### config.mk
export PLATFORM = sky130hd
export DESIGN_NAME = accum_arbiter
export DESIGN_NICKNAME = d
export VERILOG_FILES = /design/src/rtl/accum_arbiter.sv
export SDC_FILE = /design/constraint.sdc
export NUM_CORES = 1
export LEC_CHECK = 0
export CAP_MARGIN = 5
export CELL_PAD_IN_SITES_DETAIL_PLACEMENT = 0
export CELL_PAD_IN_SITES_GLOBAL_PLACEMENT = 1
export CORE_AREA = 5 5 341 343
export CTS_BUF_LIST = sky130_fd_sc_hd__clkbuf_8
export DETAILED_ROUTE_END_ITERATION = 7
export DIE_AREA = 0 0 346 348
export MAX_ROUTING_LAYER = met4
export PLACE_DENSITY_LB_ADDON = 0.1
export SKIP_LAST_GASP = 1
export SLEW_MARGIN = 20
export SYNTH_ARGS = -nofsm -noshare
export SYNTH_HDL_FRONTEND = slang
export SYNTH_SLANG_ARGS = --single-unit
### constraint.sdc
create_clock -name clk -period 4.86 [get_ports clk]
set_clock_uncertainty 0.1 [all_clocks]
set_input_delay 0.729 -clock clk [delete_from_list [all_inputs] [get_ports clk]]
set_output_delay 0.729 -clock clk [all_outputs]
set_load 0.01 [all_outputs]
### src/rtl/accum_arbiter.sv
//------------------------------------------------------------------------------
// accum_arbiter
//
// Round-robin arbiter and sequencer that shares one accumulator datapath
// between NUM_REQ requesters. One requester is granted at a time. Its operand
// is driven to the accumulator, and the arbiter waits for the accumulator's
// done handshake. The post-add accumulated value is then returned to the
// winner with a one-cycle ack. Clear commands are serialised through the same
// sequencer. An accumulator that never answers is aborted after TIMEOUT cycles
// and flagged.
//
// Parameters:
//   NUM_REQ      number of requesters (2..8)
//   ACCUM_WIDTH  operand/result width, equal to the accumulator width
//   TIMEOUT      max cycles acc_en is held without acc_done (>= 2)
//
// Ports:
//   clk          clock
//   reset_l      asynchronous active-low reset
//   req          per-requester request level, held until the matching ack
//   add_in       flattened operands, slice i belongs to req[i]
//   ack          one-cycle completion pulse to the granted requester
//   result       accumulated value after the add (valid with ack)
//   resp_err     qualifies ack: 1 = timed out, result is 0
//   clr_req      clear request level, held until clr_ack
//   clr_ack      one-cycle pulse when the clear has completed
//   acc_en       accumulator enable
//   acc_add      accumulator operand
//   acc_clr_l    active-low accumulator clear
//   acc_accum    accumulator current value
//   acc_done     accumulator completion flag
//   timeout_err  sticky: a transaction has timed out since reset
//------------------------------------------------------------------------------
module accum_arbiter #(
   parameter int NUM_REQ     = 4,
   parameter int ACCUM_WIDTH = 124,
   parameter int TIMEOUT     = 16
) (
   input  logic                           clk,
   input  logic                           reset_l,
   input  logic [NUM_REQ-1:0]             req,
   input  logic [NUM_REQ*ACCUM_WIDTH-1:0] add_in,
   output logic [NUM_REQ-1:0]             ack,
   output logic [ACCUM_WIDTH-1:0]         result,
   output logic                           resp_err,
   input  logic                           clr_req,
   output logic                           clr_ack,
   output logic                           acc_en,
   output logic [ACCUM_WIDTH-1:0]         acc_add,
   output logic                           acc_clr_l,
   input  logic [ACCUM_WIDTH-1:0]         acc_accum,
   input  logic                           acc_done,
   output logic                           timeout_err
);

   localparam int IDX_W = (NUM_REQ > 1) ? $clog2(NUM_REQ) : 1;
   localparam int CNT_W = (TIMEOUT > 1) ? $clog2(TIMEOUT) : 1;
   localparam logic [CNT_W-1:0] CNT_LAST = CNT_W'(TIMEOUT - 1);

   localparam logic [2:0] S_IDLE     = 3'd0;
   localparam logic [2:0] S_ISSUE    = 3'd1;
   localparam logic [2:0] S_COMPLETE = 3'd2;
   localparam logic [2:0] S_DRAIN    = 3'd3;
   localparam logic [2:0] S_CLEAR    = 3'd4;

   // Requester index base+off, wrapped into 0..NUM_REQ-1.
   function automatic logic [IDX_W-1:0] wrap_idx(input logic [IDX_W-1:0] base,
                                                 input int off);
      int sum;
      sum = int'(base) + off;
      sum = (sum >= NUM_REQ) ? (sum - NUM_REQ) : sum;
      return IDX_W'(sum);
   endfunction

   // One-hot vector with bit idx set.
   function automatic logic [NUM_REQ-1:0] onehot(input logic [IDX_W-1:0] idx);
      logic [NUM_REQ-1:0] v;
      v      = '0;
      v[idx] = 1'b1;
      return v;
   endfunction

   logic [2:0]             state_q, state_d;
   logic [IDX_W-1:0]       rr_q, rr_d;
   logic [IDX_W-1:0]       grant_q, grant_d;
   logic [CNT_W-1:0]       cnt_q, cnt_d;
   logic [NUM_REQ-1:0]     ack_q, ack_d;
   logic [ACCUM_WIDTH-1:0] result_q, result_d;
   logic                   resp_err_q, resp_err_d;
   logic                   clr_ack_q, clr_ack_d;
   logic                   acc_en_q, acc_en_d;
   logic [ACCUM_WIDTH-1:0] acc_add_q, acc_add_d;
   logic                   acc_clr_l_q, acc_clr_l_d;
   logic                   timeout_err_q, timeout_err_d;

   logic                   pick_valid_s;
   logic [IDX_W-1:0]       pick_idx_s;
   logic [ACCUM_WIDTH-1:0] pick_add_s;

   // Round-robin pick: first asserted request at or after rr_q, wrapping.
   always_comb begin
      logic             hit;
      logic [IDX_W-1:0] cand;
      pick_valid_s = 1'b0;
      pick_idx_s   = '0;
      for (int off = 0; off < NUM_REQ; off++) begin
         cand         = wrap_idx(rr_q, off);
         hit          = ~pick_valid_s & req[cand];
         pick_idx_s   = hit ? cand : pick_idx_s;
         pick_valid_s = pick_valid_s | hit;
      end
   end

   // Operand mux for the picked requester.
   always_comb begin
      pick_add_s = '0;
      for (int i = 0; i < NUM_REQ; i++) begin
         pick_add_s = (pick_idx_s == IDX_W'(i)) ?
                      add_in[i*ACCUM_WIDTH +: ACCUM_WIDTH] : pick_add_s;
      end
   end

   // Sequencer next-state and registered-output next values.
   always_comb begin
      state_d       = state_q;
      rr_d          = rr_q;
      grant_d       = grant_q;
      cnt_d         = cnt_q;
      ack_d         = '0;
      result_d      = result_q;
      resp_err_d    = 1'b0;
      clr_ack_d     = 1'b0;
      acc_en_d      = acc_en_q;
      acc_add_d     = acc_add_q;
      acc_clr_l_d   = 1'b1;
      timeout_err_d = timeout_err_q;

      case (state_q)
         S_IDLE: begin
            if (clr_req) begin
               // Clear always wins over pending requests.
               acc_clr_l_d = 1'b0;
               state_d     = S_CLEAR;
            end else if (pick_valid_s) begin
               grant_d   = pick_idx_s;
               acc_add_d = pick_add_s;
               acc_en_d  = 1'b1;
               cnt_d     = '0;
               state_d   = S_ISSUE;
            end else begin
               state_d = S_IDLE;
            end
         end

         S_ISSUE: begin
            cnt_d = cnt_q + CNT_W'(1);
            if (acc_done) begin
               result_d = acc_accum;
               ack_d    = onehot(grant_q);
               acc_en_d = 1'b0;
               state_d  = S_DRAIN;
            end else if (cnt_q == CNT_LAST) begin
               // Abort: acc_en has been high for TIMEOUT cycles with no answer.
               result_d      = '0;
               ack_d         = onehot(grant_q);
               resp_err_d    = 1'b1;
               timeout_err_d = 1'b1;
               acc_en_d      = 1'b0;
               state_d       = S_DRAIN;
            end else begin
               state_d = S_ISSUE;
            end
         end

         S_DRAIN: begin
            if (!acc_done) begin
               rr_d    = wrap_idx(grant_q, 1);
               // A winner whose req is still up gets one extra cycle to drop
               // it so it cannot be granted twice for one request.
               state_d = req[grant_q] ? S_COMPLETE : S_IDLE;
            end else begin
               state_d = S_DRAIN;
            end
         end

         S_CLEAR: begin
            clr_ack_d = 1'b1;
            state_d   = S_COMPLETE;
         end

         S_COMPLETE: begin
            state_d = S_IDLE;
         end

         default: begin
            state_d  = S_IDLE;
            acc_en_d = 1'b0;
         end
      endcase
   end

   // State and output registers.
   always_ff @(posedge clk or negedge reset_l) begin
      if (!reset_l) begin
         state_q       <= S_IDLE;
         rr_q          <= '0;
         grant_q       <= '0;
         cnt_q         <= '0;
         ack_q         <= '0;
         result_q      <= '0;
         resp_err_q    <= 1'b0;
         clr_ack_q     <= 1'b0;
         acc_en_q      <= 1'b0;
         acc_add_q     <= '0;
         acc_clr_l_q   <= 1'b1;
         timeout_err_q <= 1'b0;
      end else begin
         state_q       <= state_d;
         rr_q          <= rr_d;
         grant_q       <= grant_d;
         cnt_q         <= cnt_d;
         ack_q         <= ack_d;
         result_q      <= result_d;
         resp_err_q    <= resp_err_d;
         clr_ack_q     <= clr_ack_d;
         acc_en_q      <= acc_en_d;
         acc_add_q     <= acc_add_d;
         acc_clr_l_q   <= acc_clr_l_d;
         timeout_err_q <= timeout_err_d;
      end
   end

   assign ack         = ack_q;
   assign result      = result_q;
   assign resp_err    = resp_err_q;
   assign clr_ack     = clr_ack_q;
   assign acc_en      = acc_en_q;
   assign acc_add     = acc_add_q;
   assign acc_clr_l   = acc_clr_l_q;
   assign timeout_err = timeout_err_q;

endmodule

==> results.sh <==
export IMPL_critical_path_cell_chain="clkdlybuf4s50_1, nor2_1, o211ai_1, buf_4, buf_4, o221ai_1, a32oi_1"
export IMPL_cts_root_buf="sky130_fd_sc_hd__clkbuf_8"
export IMPL_port_buffer_count=884
export IMPL_postSynth_topFlopCell="sky130_fd_sc_hd__dfrtp_1"
export IMPL_die_x_extent_um=346
export IMPL_grt_usage_pct=15.2
export IMPL_vias=14200
export IMPL_area_delta_synth_final_pct=96.8
export IMPL_overflow=0
export IMPL_final_util_pct=21.6
export IMPL_drive_gt1_share_pct=6.36
export IMPL_critical_path_slowest_stage_cell="sky130_fd_sc_hd__o211ai_1"
export IMPL_first_global_vias=15900
export IMPL_fin_cells=3683
export IMPL_layout_filler_cells=12400
export IMPL_netlist_top_cell_by_area="sky130_fd_sc_hd__dfrtp_1"
export IMPL_design_final_nets=2703
export IMPL_most_repeated_cell_in_the_gate_level_netlist_after_synthesis="sky130_fd_sc_hd__nand2_1"
export IMPL_gp_congestion=0.830
export IMPL_vdd_drop_max_mv=0.291
export IMPL_avgSynthCellArea_sq_um=10.2
export IMPL_timing_max_slew_rel_slack_pct=37.5
export IMPL_hold_violations=0
export IMPL_worst_slew_pin_slew_ns=0.936
export IMPL_first_pass_iteration_count_of_the_detailed_router=5
export IMPL_floorplan_initialDensity_pct=11.0
export IMPL_synth_distinct_cells=42
export IMPL_dp_hpwl_um=67400
export IMPL_die_area_sq_um=120000
export IMPL_cts_repair_resized=0
export IMPL_syn_cell_area_sq_um=12400
export IMPL_cts_max_path_buffers=3
export IMPL_detail_route_antenna_nets=0
export IMPL_max_stage_delay_ns=0.68
export IMPL_post_synth_main_area_contributors="sky130_fd_sc_hd__dfrtp_1 (54%), sky130_fd_sc_hd__nand2_1 (12%), sky130_fd_sc_hd__a22o_1 (8.7%)"
export IMPL_timing_setup_critical_path_class="input port to register"
export IMPL_detail_route_iter0_violations=530
export IMPL_final_max_slew_viol_count=0
export IMPL_grt_pass1_wl_um=127000
export IMPL_tritoncts_num_buffers=66
export IMPL_setup_tns_final_ns=0
export IMPL_post_synthesis_net_count=1851
export IMPL_status="completed"
export IMPL_hold_slack_ns=0.367
export IMPL_clock_sinks=268
export IMPL_worst_setup_hold_path_clk_slew_ns=0.05
export IMPL_vias_per_cell=3.86
export IMPL_grt_antenna_before_repair=55
export IMPL_place_worst_setup_slack_ns=1.24
export IMPL_synth_yosys_warnings=0
export IMPL_cap_viol_max_count=0
export IMPL_grt_setup_unrepaired="false"
export IMPL_timing_critical_path_required_ns=5.33
export IMPL_synth_cells=1218
export IMPL_setup_violations_final=0
export IMPL_yosys_register_bits=268
export IMPL_synth_common_cells="sky130_fd_sc_hd__nand2_1 (383), sky130_fd_sc_hd__dfrtp_1 (267), sky130_fd_sc_hd__a22o_1 (124), sky130_fd_sc_hd__a32oi_1 (124), sky130_fd_sc_hd__o221ai_1 (124)"
export IMPL_tritoncts_clock_tree="yes"
export IMPL_route_detailed_drc=0
export IMPL_postRouteWirelength_um=92600
export IMPL_floorplan_core_area_sq_um=113000
export IMPL_post_synth_top_area_fraction_pct=53.8
export IMPL_post_route_worst_setup_slack_ns=1.91
export IMPL_period_share_pct=60.7
export IMPL_min_path_type="register to register"
export IMPL_wl_per_cell_um=25.2
export IMPL_number_of_instances_on_the_worst_hold_path=1
export IMPL_fp_row_count=124
export IMPL_postSynth_asyncResetShare_pct=100
export IMPL_crit_path_frequent_cell="sky130_fd_sc_hd__buf_4"
export IMPL_total_leakage_power_nw=9.54
export IMPL_timing_fmax_mhz=339
export IMPL_critical_path_fanout_max=35
export IMPL_power_density_cell_area_nw_per_um2=554
export IMPL_clock_tree_htree_level_count=3
export IMPL_yosysSeqAreaShare_pct=54.0
export IMPL_power_total_mw=13.5
export IMPL_insertion_delay_ns=0.65
export IMPL_worst_ep_arrival_time_ns=3.41
export IMPL_placed_insts=3513
export IMPL_dpl_instance_area_sq_um=23000
export IMPL_io_pin_count=885
export IMPL_floorplan_die_height_um=348
export IMPL_number_of_enable_flip_flop_cells_after_synthesis=0
export IMPL_worst_setup_path_start_kind="input port"
export IMPL_finalCriticalPeriod_ns=2.95
export IMPL_setup_worst_path_end_class="register"
export IMPL_grt_max_degree=130
export IMPL_worst_r2r_path_depth=4
export IMPL_finalInstanceArea_sq_um=24400
==> power breakdown <==
| part | leakage (nW) | internal, mW | switching [mW] |
|---|---|---|---|
| clock | 0.783 | 1.58 | 1.30 |
| combinational | 5.44 | 3.31 | 3.42 |
| sequential | 3.32 | 3.30 | 0.625 |
| total | 9.54 | 8.19 | 5.35 |
==> state kept, by name, indices dropped and copies added (netlist names), 2 cells and up <==
name,count
cnt_q,4
rr_q,2
acc_add,124
state_q,3
grant_q,2
result,124
ack,4
==> worst max-delay path: cells and delay by family <==
kind,cells,cell delay (ns)
AO/OA/AOI/OAI,3,1.01
buffers and inverters,3,1.53
AND/OR/NAND/NOR,1,0.09
==> layer usage <==
metal	wire length (um)	up-vias	global-route usage, %
li1	-	6432	-
met1	35000	7008	15.9
met4	3320	0	6.24
met5	0	-	-
met2	46000	650	25.6
met3	8310	140	6.10
==> path summary, 6_finish.rpt <==
check,startpoint,end,slack [ns]
min in group asynchronous,reset_l,result[23],0.61
max reg2reg,state_q[1],result[11],1.94
min reg2reg,timeout_err,timeout_err,0.37
min,timeout_err,timeout_err,0.37
max,req[1],acc_add[79],1.91
max in group asynchronous,reset_l,result[52],3.03
==> cell families after synthesis <==
logic type | Yosys count | synth area share, %
AOI/OAI and AO/OA | 394 | 27.4
buffers and inverters | 134 | 4.72
DFF | 268 | 54.0
adders and majority gates | 5 | 0.504
and+or+nand+nor | 411 | 12.8
xor gates and xnor gates | 3 | 0.212
muxes | 3 | 0.352
==> cell usage in the layout (no fill, tap or decap), types with 9 or more instances in the layout <==
cell,count
sky130_fd_sc_hd__clkdlybuf4s50_1,883
sky130_fd_sc_hd__nand2_1,383
sky130_fd_sc_hd__dfrtp_1,267
sky130_fd_sc_hd__a32oi_1,124
sky130_fd_sc_hd__o221ai_1,124
sky130_fd_sc_hd__a22o_1,124
sky130_fd_sc_hd__clkbuf_8,82
sky130_fd_sc_hd__diode_2,47
sky130_fd_sc_hd__inv_1,33
sky130_fd_sc_hd__buf_4,14
sky130_fd_sc_hd__buf_12,11
sky130_fd_sc_hd__nor2_1,10
sky130_fd_sc_hd__clkinv_2,9
==> repair_timing <==
item / 4_1_cts / 5_1_grt
hold buffers: 1 / 0
buffers inserted: 0 / 0
endpoints found under the hold margin: 77 / 0
==> area by class of cell <==
type | count | area, sq um | share of cell area [%]
sequential | 268 | 6710 | 27.4
antenna | 47 | 118 | 0.481
timing repair buffer | 910 | 9190 | 37.6
multi-input combinational | 816 | 5170 | 21.2
clock buffer | 82 | 1130 | 4.62
tap | 1512 | 1890 | 7.74
clock inverter | 40 | 211 | 0.865
inverter | 8 | 30.0 | 0.123
No activity file was read; power rests on OpenSTA's default activity.
